--- src/rtl/gbdt_pkg.sv ---
`default_nettype none
// ============================================================================
// gbdt_pkg : node word field map, walker FSM states and shared widths.
// Rev 1.0
// ============================================================================
package gbdt_pkg;

  localparam int LEAF_BIT = 0;
  localparam int FEAT_LSB = 1;
  localparam int FEAT_MSB = 7;
  localparam int ROFF_LSB = 8;
  localparam int ROFF_MSB = 15;
  localparam int VAL_LSB  = 16;
  localparam int VAL_MSB  = 31;

  localparam int FEAT_AW  = 7;
  localparam int ROFF_W   = ROFF_MSB - ROFF_LSB + 1;
  localparam int VAL_W    = VAL_MSB - VAL_LSB + 1;
  localparam int FEAT_W   = 16;

  typedef enum logic [2:0] {
    TW_IDLE      = 3'd0,
    TW_ROOT_REQ  = 3'd1,
    TW_ROOT_WAIT = 3'd2,
    TW_NODE_REQ  = 3'd3,
    TW_NODE_WAIT = 3'd4,
    TW_FEAT_WAIT = 3'd5,
    TW_LEAF      = 3'd6
  } tw_state_t;

endpackage
`default_nettype wire

--- src/rtl/tree_walker_if.sv ---
`default_nettype none
// ============================================================================
// tree_walker_if : start/status, RAM read ports and leaves_acc drive bundle.
// Rev 1.0
// ============================================================================
interface tree_walker_if #(
  parameter int NODE_AW = 10,
  parameter int TREE_W  = 8
);
  logic               start;
  logic [TREE_W-1:0]  num_trees;
  logic               root_rd_en;
  logic [TREE_W-1:0]  root_idx;
  logic [NODE_AW-1:0] root_ptr;
  logic               node_rd_en;
  logic [NODE_AW-1:0] node_addr;
  logic [31:0]        node_data;
  logic               feat_rd_en;
  logic [6:0]         feat_addr;
  logic [15:0]        feat_data;
  logic               acc_start_new_round;
  logic               acc_enable;
  logic               acc_is_leaf;
  logic [15:0]        acc_leaf_val;
  logic               acc_finish;
  logic               busy;
  logic               err;

  modport master (
    input  start, num_trees, root_ptr, node_data, feat_data,
    output root_rd_en, root_idx, node_rd_en, node_addr, feat_rd_en, feat_addr,
           acc_start_new_round, acc_enable, acc_is_leaf, acc_leaf_val,
           acc_finish, busy, err
  );

  modport slave (
    output start, num_trees, root_ptr, node_data, feat_data,
    input  root_rd_en, root_idx, node_rd_en, node_addr, feat_rd_en, feat_addr,
           acc_start_new_round, acc_enable, acc_is_leaf, acc_leaf_val,
           acc_finish, busy, err
  );
endinterface
`default_nettype wire

--- src/rtl/node_cmp.sv ---
`default_nettype none
// ============================================================================
// node_cmp : unsigned feature/threshold compare and child-pointer select.
// Rev 1.0
// ============================================================================
module node_cmp
  import gbdt_pkg::*;
#(
  parameter int NODE_AW = 10
) (
  input  wire logic [VAL_W-1:0]   thr_i,
  input  wire logic [ROFF_W-1:0]  roff_i,
  input  wire logic [FEAT_W-1:0]  feat_i,
  input  wire logic [NODE_AW-1:0] ptr_i,
  output logic                    go_left_o,
  output logic [NODE_AW-1:0]      next_ptr_o
);

  // Equal values take the right branch; both sums wrap in the node space.
  assign go_left_o  = (feat_i < thr_i);
  assign next_ptr_o = go_left_o ? (ptr_i + NODE_AW'(1))
                                : (ptr_i + NODE_AW'(roff_i));

endmodule
`default_nettype wire

--- src/rtl/tree_walker.sv ---
`default_nettype none
// ============================================================================
// tree_walker : walks trees 0..num_trees-1 and emits one leaf pulse per tree.
// Rev 1.0
// ============================================================================
module tree_walker
  import gbdt_pkg::*;
#(
  parameter int NODE_AW   = 10,
  parameter int TREE_W    = 8,
  parameter int MAX_DEPTH = 15
) (
  input  wire logic     gbdt_clk,
  input  wire logic     gbdt_rst_n,
  tree_walker_if.master bus
);

  localparam int DEPTH_W = $clog2(MAX_DEPTH + 1);

  tw_state_t          state_q,     state_d;
  logic [TREE_W-1:0]  tree_idx_q,  tree_idx_d;
  logic [TREE_W-1:0]  num_trees_q, num_trees_d;
  logic [DEPTH_W-1:0] depth_q,     depth_d;
  logic [NODE_AW-1:0] node_ptr_q,  node_ptr_d;
  logic [VAL_W-1:0]   thr_q,       thr_d;
  logic [ROFF_W-1:0]  roff_q,      roff_d;
  logic [VAL_W-1:0]   leaf_val_q,  leaf_val_d;
  logic               err_q,       err_d;

  logic               go_left;
  logic [NODE_AW-1:0] next_ptr;
  logic               last_tree;
  logic               nd_leaf;
  logic [ROFF_W-1:0]  nd_roff;
  logic [VAL_W-1:0]   nd_val;

  assign nd_leaf   = bus.node_data[LEAF_BIT];
  assign nd_roff   = bus.node_data[ROFF_MSB:ROFF_LSB];
  assign nd_val    = bus.node_data[VAL_MSB:VAL_LSB];
  assign last_tree = (tree_idx_q == (num_trees_q - TREE_W'(1)));

  node_cmp #(.NODE_AW(NODE_AW)) u_cmp (
    .thr_i      (thr_q),
    .roff_i     (roff_q),
    .feat_i     (bus.feat_data),
    .ptr_i      (node_ptr_q),
    .go_left_o  (go_left),
    .next_ptr_o (next_ptr)
  );

  always_ff @(posedge gbdt_clk or negedge gbdt_rst_n) begin
    if (!gbdt_rst_n) begin
      state_q     <= TW_IDLE;
      tree_idx_q  <= '0;
      num_trees_q <= '0;
      depth_q     <= '0;
      node_ptr_q  <= '0;
      thr_q       <= '0;
      roff_q      <= '0;
      leaf_val_q  <= '0;
      err_q       <= 1'b0;
    end else begin
      state_q     <= state_d;
      tree_idx_q  <= tree_idx_d;
      num_trees_q <= num_trees_d;
      depth_q     <= depth_d;
      node_ptr_q  <= node_ptr_d;
      thr_q       <= thr_d;
      roff_q      <= roff_d;
      leaf_val_q  <= leaf_val_d;
      err_q       <= err_d;
    end
  end

  always_comb begin
    state_d     = state_q;
    tree_idx_d  = tree_idx_q;
    num_trees_d = num_trees_q;
    depth_d     = depth_q;
    node_ptr_d  = node_ptr_q;
    thr_d       = thr_q;
    roff_d      = roff_q;
    leaf_val_d  = leaf_val_q;
    err_d       = err_q;

    bus.root_rd_en          = 1'b0;
    bus.node_rd_en          = 1'b0;
    bus.feat_rd_en          = 1'b0;
    bus.feat_addr           = '0;
    bus.acc_start_new_round = 1'b0;
    bus.acc_enable          = 1'b0;
    bus.acc_is_leaf         = 1'b0;
    bus.acc_finish          = 1'b0;

    unique case (state_q)
      TW_IDLE: begin
        if (bus.start) begin
          if (bus.num_trees != '0) begin
            bus.acc_start_new_round = 1'b1;
            num_trees_d = bus.num_trees;
            tree_idx_d  = '0;
            depth_d     = '0;
            err_d       = 1'b0;
            state_d     = TW_ROOT_REQ;
          end else begin
            err_d = 1'b1;
          end
        end
      end
      TW_ROOT_REQ: begin
        bus.root_rd_en = 1'b1;
        state_d        = TW_ROOT_WAIT;
      end
      TW_ROOT_WAIT: begin
        node_ptr_d = bus.root_ptr;
        depth_d    = '0;
        state_d    = TW_NODE_REQ;
      end
      TW_NODE_REQ: begin
        bus.node_rd_en = 1'b1;
        state_d        = TW_NODE_WAIT;
      end
      TW_NODE_WAIT: begin
        if (nd_leaf) begin
          leaf_val_d = nd_val;
          state_d    = TW_LEAF;
        end else if ((nd_roff == '0) || (depth_q == DEPTH_W'(MAX_DEPTH))) begin
          // Malformed tree or runaway depth: abort without touching leaves_acc.
          err_d   = 1'b1;
          state_d = TW_IDLE;
        end else begin
          bus.feat_rd_en = 1'b1;
          bus.feat_addr  = bus.node_data[FEAT_MSB:FEAT_LSB];
          thr_d          = nd_val;
          roff_d         = nd_roff;
          state_d        = TW_FEAT_WAIT;
        end
      end
      TW_FEAT_WAIT: begin
        node_ptr_d = next_ptr;
        depth_d    = depth_q + DEPTH_W'(1);
        state_d    = TW_NODE_REQ;
      end
      TW_LEAF: begin
        bus.acc_enable  = 1'b1;
        bus.acc_is_leaf = 1'b1;
        bus.acc_finish  = last_tree;
        if (last_tree) begin
          state_d = TW_IDLE;
        end else begin
          tree_idx_d = tree_idx_q + TREE_W'(1);
          state_d    = TW_ROOT_REQ;
        end
      end
      default: state_d = TW_IDLE;
    endcase
  end

  assign bus.root_idx     = tree_idx_q;
  assign bus.node_addr    = node_ptr_q;
  assign bus.acc_leaf_val = leaf_val_q;
  assign bus.busy         = (state_q != TW_IDLE);
  assign bus.err          = err_q;

endmodule
`default_nettype wire

--- src/flat_wrapper.sv ---
// flat-port wrapper written by rule: the top's interface ports become plain ports
module tree_walker_flat import gbdt_pkg::*;
#(
  parameter int NODE_AW   = 10,
  parameter int TREE_W    = 8,
  parameter int MAX_DEPTH = 15
)
  (gbdt_clk, gbdt_rst_n, bus_start, bus_num_trees, bus_root_ptr, bus_node_data, bus_feat_data, bus_root_rd_en, bus_root_idx, bus_node_rd_en, bus_node_addr, bus_feat_rd_en, bus_feat_addr, bus_acc_start_new_round, bus_acc_enable, bus_acc_is_leaf, bus_acc_leaf_val, bus_acc_finish, bus_busy, bus_err);
  tree_walker_if #(.NODE_AW(NODE_AW), .TREE_W(TREE_W)) bus_i ();
  input  wire logic gbdt_clk;
  input  wire logic gbdt_rst_n;
  input wire logic [$bits(bus_i.start)-1:0] bus_start;
  input wire logic [$bits(bus_i.num_trees)-1:0] bus_num_trees;
  input wire logic [$bits(bus_i.root_ptr)-1:0] bus_root_ptr;
  input wire logic [$bits(bus_i.node_data)-1:0] bus_node_data;
  input wire logic [$bits(bus_i.feat_data)-1:0] bus_feat_data;
  output wire logic [$bits(bus_i.root_rd_en)-1:0] bus_root_rd_en;
  output wire logic [$bits(bus_i.root_idx)-1:0] bus_root_idx;
  output wire logic [$bits(bus_i.node_rd_en)-1:0] bus_node_rd_en;
  output wire logic [$bits(bus_i.node_addr)-1:0] bus_node_addr;
  output wire logic [$bits(bus_i.feat_rd_en)-1:0] bus_feat_rd_en;
  output wire logic [$bits(bus_i.feat_addr)-1:0] bus_feat_addr;
  output wire logic [$bits(bus_i.acc_start_new_round)-1:0] bus_acc_start_new_round;
  output wire logic [$bits(bus_i.acc_enable)-1:0] bus_acc_enable;
  output wire logic [$bits(bus_i.acc_is_leaf)-1:0] bus_acc_is_leaf;
  output wire logic [$bits(bus_i.acc_leaf_val)-1:0] bus_acc_leaf_val;
  output wire logic [$bits(bus_i.acc_finish)-1:0] bus_acc_finish;
  output wire logic [$bits(bus_i.busy)-1:0] bus_busy;
  output wire logic [$bits(bus_i.err)-1:0] bus_err;
  assign bus_i.start = bus_start;
  assign bus_i.num_trees = bus_num_trees;
  assign bus_i.root_ptr = bus_root_ptr;
  assign bus_i.node_data = bus_node_data;
  assign bus_i.feat_data = bus_feat_data;
  assign bus_root_rd_en = bus_i.root_rd_en;
  assign bus_root_idx = bus_i.root_idx;
  assign bus_node_rd_en = bus_i.node_rd_en;
  assign bus_node_addr = bus_i.node_addr;
  assign bus_feat_rd_en = bus_i.feat_rd_en;
  assign bus_feat_addr = bus_i.feat_addr;
  assign bus_acc_start_new_round = bus_i.acc_start_new_round;
  assign bus_acc_enable = bus_i.acc_enable;
  assign bus_acc_is_leaf = bus_i.acc_is_leaf;
  assign bus_acc_leaf_val = bus_i.acc_leaf_val;
  assign bus_acc_finish = bus_i.acc_finish;
  assign bus_busy = bus_i.busy;
  assign bus_err = bus_i.err;
  tree_walker #(.NODE_AW(NODE_AW), .TREE_W(TREE_W), .MAX_DEPTH(MAX_DEPTH)) u_core (.gbdt_clk(gbdt_clk), .gbdt_rst_n(gbdt_rst_n), .bus(bus_i));
endmodule
--- config.mk ---
export PLATFORM = sky130hd
export DESIGN_NAME = tree_walker_flat
export DESIGN_NICKNAME = d
export VERILOG_FILES = /design/src/rtl/gbdt_pkg.sv /design/src/rtl/tree_walker_if.sv /design/src/rtl/node_cmp.sv /design/src/rtl/tree_walker.sv /design/src/flat_wrapper.sv
export SDC_FILE = /design/constraint.sdc
export NUM_CORES = 1
export LEC_CHECK = 0
export ABC_AREA = 1
export ABC_CLOCK_PERIOD_IN_PS = 3700
export CAP_MARGIN = 0
export CORE_MARGIN = 4
export CORE_UTILIZATION = 49
export CTS_BUF_LIST = sky130_fd_sc_hd__clkbuf_16
export DETAILED_ROUTE_END_ITERATION = 12
export GPL_TIMING_DRIVEN = 0
export PLACE_DENSITY_LB_ADDON = 0.08
export SYNTH_ARGS = -nofsm -noshare
export SYNTH_HDL_FRONTEND = slang
export SYNTH_SLANG_ARGS = --single-unit
export TNS_END_PERCENT = 100
--- constraint.sdc ---
create_clock -name gbdt_clk -period 3.7 [get_ports gbdt_clk]
set_input_delay 0.925 -clock gbdt_clk [delete_from_list [all_inputs] [get_ports gbdt_clk]]
set_output_delay 0.925 -clock gbdt_clk [all_outputs]
set_load 0.01 [all_outputs]
## After elaboration in Yosys (flattened, before gate mapping)

Index checks and enable logic that the tools add are counted.

| word-level totals | value |
|---|---|
| word-level logic and storage cells | 80 |
| output and inout port bits | 50 |
| bits in registers | 74 |
| bits of input ports | 69 |

| cells by class | value |
|---|---|
| magnitude comparators | 1 |
| equality and inequality tests | 13 |
| reductions and logical operators | 17 |
| muxes and demuxes | 33 |
| $add $sub $neg | 5 |
| bitwise gates (word level) | 2 |

Operators with widths:

| kind | count |
|---|---|
| 8-bit two-way mux | 3 |
| 7-bit two-way mux | 3 |
| 10-bit case mux with 2 select lines | 1 |
| 3-bit case mux with 6 select lines | 1 |
| 16-bit less-than comparator | 1 |
| 8-bit case mux with 2 select lines | 1 |
| 1-bit two-way mux | 15 |
| 3-bit two-way mux | 4 |
| 4-bit case mux with 3 select lines | 1 |
| 10-bit by 1-bit adder with 10-bit output (second input constant) | 1 |
| 10-bit by 8-bit adder with 10-bit output | 1 |
| 10-bit two-way mux | 1 |
| 3-bit equality test (second input constant) | 3 |
| 3-bit AND reduction | 3 |
| 8-bit by 1-bit adder with 8-bit output (second input constant) | 1 |
| 8-bit equality test | 1 |
| 8-bit zero test | 1 |
| 4-bit two-way mux | 2 |
| 4-bit AND reduction | 2 |
| 8-bit nonzero test | 1 |
| 8-bit by 1-bit subtractor with 8-bit output (second input constant) | 1 |
| 3-bit by 2-bit equality test with 1-bit output (second input constant) | 2 |
| 2-bit inequality test (second input constant) | 3 |
| 2-bit nonzero test | 3 |
| 11 further kinds | 15 |

## Depth between registers and ports, before layout

| depth | value |
|---|---|
| depth in word-level cells | 5 |
| gate-level depth with buffers | 18 |
| mapped depth without buffers | 18 |

## By module

Synthesis repeated with hierarchy kept, for this count alone.

| unflattened totals | value |
|---|---|
| cells, all modules | 609 |
| area total of the unflattened synthesis | 4,484.3 um^2 |

Modules (own cells, without submodules):

| module | instances | seq. area each (um^2) | area an instance (um^2) | cells each |
|---|---|---|---|---|
| tree_walker | 1 | 1,851.8 | 3,613.5 | 465 |
| node_cmp | 1 | 0.0 | 870.8 | 144 |

## Worst setup path before layout

No wires, ideal clock.

| timing path | value |
|---|---|
| kind | input port to flip-flop |
| from | input bus_feat_data[5] |
| to | register u_core.node_ptr_q[6], in the netlist u_core.bus.node_addr[6] |
| buffers on the path | 0 |
| arrival time | 3.067 ns |
| cell stages on the path | 13 |
| setup slack | 0.556 ns |
| library setup time | 0.077 ns |
| cells stage by stage | ha_1 -> a21o_1 -> nand3_1 -> nand2_1 -> o21ai_1 -> a21oi_1 -> fa_1 -> nand3_1 -> nand2_1 -> a21oi_1 -> xor2_1 -> nand2_1 -> a21oi_1 |

| on the way | value |
|---|---|
| cells in the longest elaborated chain, start to end | 3 |

Ends and longest elaborated chain:

| what | line | text |
|---|---|---|
| from (decl) | flat_wrapper.sv:16 | `input wire logic [$bits(bus_i.feat_data)-1:0] bus_feat_data;` |
| 16-bit less-than comparator | node_cmp.sv:20 | `assign go_left_o = (feat_i < thr_i);` |
| 10-bit two-way mux | node_cmp.sv:21 | `assign next_ptr_o = go_left_o ? (ptr_i + NODE_AW'(1))` |
| 10-bit case mux with 2 select lines | tree_walker.sv:95 | `unique case (state_q)` |
| to (signal assigned) | tree_walker.sv:67 | `node_ptr_q <= node_ptr_d;` |
| to (decl) | tree_walker.sv:24 | `logic [NODE_AW-1:0] node_ptr_q, node_ptr_d;` |

Every way passes these cells.
A chain may end at the register's enable or synchronous reset.

## Worst setup path after layout

| timing path | value |
|---|---|
| from | input bus_num_trees[7] |
| to | output bus_acc_start_new_round |

| on the way | value |
|---|---|
| cells in the longest elaborated chain, start to end | 4 |

Ends and longest elaborated chain:

| what | line | text |
|---|---|---|
| from (decl) | flat_wrapper.sv:13 | `input wire logic [$bits(bus_i.num_trees)-1:0] bus_num_trees;` |
| 8-bit nonzero test | tree_walker.sv:98 | `if (bus.num_trees != '0) begin` |
| 1-bit two-way mux | tree_walker.sv:98 |  |
| 1-bit two-way mux | tree_walker.sv:97 | `if (bus.start) begin` |
| 1-bit two-way mux | tree_walker.sv:95 |  |
| to (decl) | flat_wrapper.sv:23 | `output wire logic [$bits(bus_i.acc_start_new_round)-1:0] bus_acc_start_new_round;` |

Every way passes these cells.

==> results <==
- The flow ran to the end, and the final reports show no timing, DRC or antenna violations.
- The synthesized instance count is 540.
- The synthesized design devotes to its leading area cell type 42.8% of total area.
- Across every metal layer, demand over resource in global routing totals 22.6%.
- The library cell used most frequently in the layout, excluding fill and tap cells, is nand2_1.
- The clock tree root driver cell is clkbuf_16.
- The type of the worst setup path is input port to primary output.
- The final number of max-transition violations is 0.
- The fraction of synthesis flops using an asynchronous set or reset pin is 100%.
- The clock transition time at the flip-flop clock pins of the worst setup and hold paths is 0.06 ns.
- The pin count of the biggest net entering global routing is 44.
- The data arrival time of the critical path is 2.66 ns.
- After floorplanning, the core was sized to cover 8640 um2.
- The synthesized area is 4320 um2.
- The repair_antennas step left the layout with diodes totalling 0.
- The total number of clock tree sinks is 74.
- The most critical setup path has its startpoint at bus_num_trees[7].
- Setup slack closes at 0.118 ns.
- The worst setup timing slack at the placement stage is -0.354 ns.
- Setup repair after global routing could not meet its margin everywhere.
- Dividing the detail-routed via count by the number of cells gives 5.16.
- The setup check on the worst reg-to-reg path leaves a slack of 0.77 ns.
- Of the post-synthesis cell area, the part taken by muxes is 4.17%.
- The number of global-route vias before repair is 4125.
- The number of distinct library cells after synthesis is 40.
- Leaving out fill and tap cells, the most frequent cells in the layout are nand2_1 (126), clkdlybuf4s50_1 (109), dfrtp_1 (74).
- Headroom to the max-slew limit came out at 70.3%.
- For this run, the number of Yosys warnings is 0.
- At the pin with the least slew margin, the transition time is 0.445 ns.
- In this run the remaining antenna-violating nets after routing total 0.
- The final hold slack is 0.489 ns.
- From synthesis to final layout, the design area changed by 39.8%.
- The net count of the finished layout is 768.
- The critical path runs through a total of 7 cells.
- The biggest area contributor in the post-synthesis netlist is dfrtp_1.
- The initial utilization of the core area, before any placement, comes to 50.1%.
- The finished cells cover 6050 um2.
- The post-route DRC violation count is 0.
- The number of placed instances, taps included, is 767.
- The simple-gate share of the synthesized area is 23.0%.
- The H-tree generated during clock tree synthesis spans 3 levels.
- The critical register-to-register path startpoint is u_core.thr_q[15]$_DFFE_PN0P_.
- Each instance of the synthesized netlist takes up on average 8.01 um2.
- The final period demand of the worst path is 3.58 ns.
- The critical path contains buffers and inverters numbering 3 combined.
- The number of buffers created by CTS is 9.
- The most used flip-flop cell after synthesis is dfrtp_1.
- In this run the power density over the cells is 758 nW/um2.
- The number of vias after detailed routing is 4045.
- Setup violations remaining at the end of the flow were counted as 0.
- The post-synthesis share of cell area spent on full adders, half adders and majority gates is 7.99%.
- The die is 102 um tall.
- Traced cell by cell, the critical path runs through clkdlybuf4s50_1 > nor2_1 > nand2_1 > nor2_1 > nor2_4 > clkbuf_4 > clkdlybuf4s50_1.
- Once layout is complete, the utilization of the core stands at 70.0%.
- The delay of the slowest cell on the worst path is 0.55 ns.
- The die boundary width is 102 um.
- By area, the combinational part of the netlist is dominated by simple AND/OR/NAND/NOR gates.
- The boundary pin count is 119.
- At the end of routability-driven placement, the weighted congestion stood at 0.837.
- The first detailed-routing pass ran for 5 iterations.
- Dividing the detail-routed wire length by the instance count gives 14.4 um.
- The analysis attributes to cell leakage a power of 2.91 nW.
- The achievable frequency is 0.279 GHz.
- The maximum buffer depth of the clock tree is 2.
- After synthesis, the cell types taking the most area are dfrtp_1 (43%), nand2_1 (11%), ha_1 (7.5%), inv_1 (5.6%), o21ai_0 (5.4%).
- The clock latency on the worst-skew pair is 0.33 ns.
- The worst register-to-register path ends at u_core.bus.node_addr[6]$_DFFE_PN0P_.
- The number of maximum-capacitance constraint violations is 0.
- Summed over all nets, the half-perimeter wirelength after detailed placement is 8510 um.
- The fraction of final layout cells with drive strength greater than 1 is 10.2%.
- TritonCTS built the clock tree.
- In this design, the largest share of critical-path delay is due to buffers and inverters.
- The path class of the tightest hold or removal check is register to register.
- The critical path data required time is 2.77 ns.
- Synthesis inferred 74 register bits.
- The maximum vdd ir drop is 463 uV.
- The violation count after the first detailed-routing iteration is 143.
- The synthesized design contains 0 enable-type register cells.
- The sequential cell area fraction in the yosys report is 42.8%.
- After detailed routing, the total wire length is 11300 um.
- The first-pass GRT wire length is 18500 um.
- Summing the areas of all compound-gate instances in the mapped netlist gives 11.5% of the synthesized area.
- In this run the worst setup path terminates at bus_acc_start_new_round.
- For this design, the slowest cell found on the critical path is clkdlybuf4s50_1.
- STA classifies the critical path startpoint as an input port.
- The worst setup path is captured at a primary output.
- The total nets after synthesis is 636.
- The count of non-filler cells in the finished layout is 784.
- The logic depth of the worst register-to-register path is 17.
- The number of hold-slack violations in the final timing report is 0.
- The total cell area at the placement stage is 5670 um2.
- The post-synthesis xor/xnor area fraction is 2.81%.
- The total die area is 10400 um2.
- In this run the worst path has a maximum fanout of 10.
- Between clock sinks in the finished design, the worst skew comes to 0.0103 ns.
- The layout has 698 filler cells.
- The floorplan has 34 rows.
- The initial antenna violation count is 0.
- The worst path uses 96.8% of the clock period.
- Input and output buffers added on the ports amount to 118.
- Summed over all layers, the global routing overflow is 0.
==> cell usage after synthesis, types with 2 or more instances <==
library cell	instances
a21oi_1	29
a31oi_1	2
buf_2	6
buf_4	4
clkbuf_1	2
dfrtp_1	74
ha_1	26
inv_1	65
inv_2	6
mux2_1	2
mux2_2	14
nand2_1	126
nand3_1	34
nand3b_1	3
nand4_1	4
nor2_1	56
nor2_2	2
nor3_1	2
nor3b_1	2
o21ai_0	47
o21ai_1	5
xnor2_1	6
xor2_1	6
==> cell families after synthesis <==
kind of cell / after synthesis
xor gates and xnor gates: 13
muxes: 16
buffers and inverters: 83
adders and majority gates: 27
AOI/OAI and AO/OA: 92
DFF: 74
and+or+nand+nor: 235
==> worst register-to-register path, delay by kind of cell, from the launching register on <==
kind                     cells  cell delay (ns)
AO/OA/AOI/OAI                3             0.42
XOR/XNOR                     1             0.16
flip-flops                   1             0.32
adder cells (fa/ha/maj)      3             0.93
buffers and inverters        2             0.11
AND/OR/NAND/NOR              8             0.93
==> stage by stage <==
step | power (mW) | setup TNS, ns
after floorplan | 2.83 | 0
after global placement | 3.59 | -75.56
after detailed placement | 3.66 | -2.78
after CTS | 4.56 | 0
after global routing | 4.99 | -0.114
final | 4.59 | 0
==> layout make-up <==
class / count / area (um2) / share of cell area [%]
well taps: 108 / 135 / 2.23
inverters: 71 / 267 / 4.41
repair buffers: 121 / 1230 / 20.4
multi-input cells: 383 / 2200 / 36.3
flip-flops and latches: 74 / 1850 / 30.6
clock inverters: 6 / 67.6 / 1.12
plain buffers: 12 / 73.8 / 1.22
clock buffers: 9 / 225 / 3.72
==> how the worst min path moves through the flow <==
stage | from | endpoint | slack [ns] | depth (start not counted)
final | u_core.bus.acc_leaf_val[13]$_DFFE_PN0P_ | u_core.bus.acc_leaf_val[13]$_DFFE_PN0P_ | 0.49 | 1
after global routing | u_core.bus.acc_leaf_val[12]$_DFFE_PN0P_ | u_core.bus.acc_leaf_val[12]$_DFFE_PN0P_ | 0.51 | 1
after CTS | u_core.bus.acc_leaf_val[13]$_DFFE_PN0P_ | u_core.bus.acc_leaf_val[13]$_DFFE_PN0P_ | 0.50 | 1
after detailed placement | u_core.num_trees_q[7]$_DFFE_PN0P_ | u_core.num_trees_q[7]$_DFFE_PN0P_ | 0.48 | 2
after global placement | u_core.bus.acc_leaf_val[10]$_DFFE_PN0P_ | u_core.bus.acc_leaf_val[10]$_DFFE_PN0P_ | 0.47 | 1
after floorplan | u_core.num_trees_q[7]$_DFFE_PN0P_ | u_core.num_trees_q[7]$_DFFE_PN0P_ | 0.46 | 2
==> registers in the layout, summed over array words and instances, names as in the netlist <==
name                     flops
u_core.depth_q               4
u_core.bus.root_idx          8
u_core.num_trees_q           8
u_core.thr_q                16
u_core.state_q               3
u_core.bus.node_addr        10
u_core.roff_q                8
u_core.bus.err               1
u_core.bus.acc_leaf_val     16
==> metal layers <==
layer / vias up / track usage, % / share of wire (%) / wire, um
li1: 2016 / - / - / -
met1: 1900 / 27.7 / 43 / 4790
met2: 109 / 39.5 / 50 / 5660
met3: 20 / 3.41 / 4.9 / 557
met4: 0 / 9.49 / 2.2 / 251
met5: - / 0 / 0 / 0
==> power by group <==
part / total [mW] / leakage (nW) / switching (mW) / internal [mW]
combinational: 2.35 / 1.86 / 1.28 / 1.07
sequential: 1.38 / 0.915 / 0.215 / 1.16
clock: 0.862 / 0.138 / 0.341 / 0.520
total: 4.59 / 2.91 / 1.84 / 2.75
==> timing repair <==
item / CTS / global route
resized for setup: 10 / 18
setup buffers: 0 / 2
endpoints found under the hold margin: 0 / 0
setup endpoints to repair: 10 / 11
hold buffers: 0 / 0
pin swaps: 0 / 2
No activity file was read; power rests on OpenSTA's default activity.
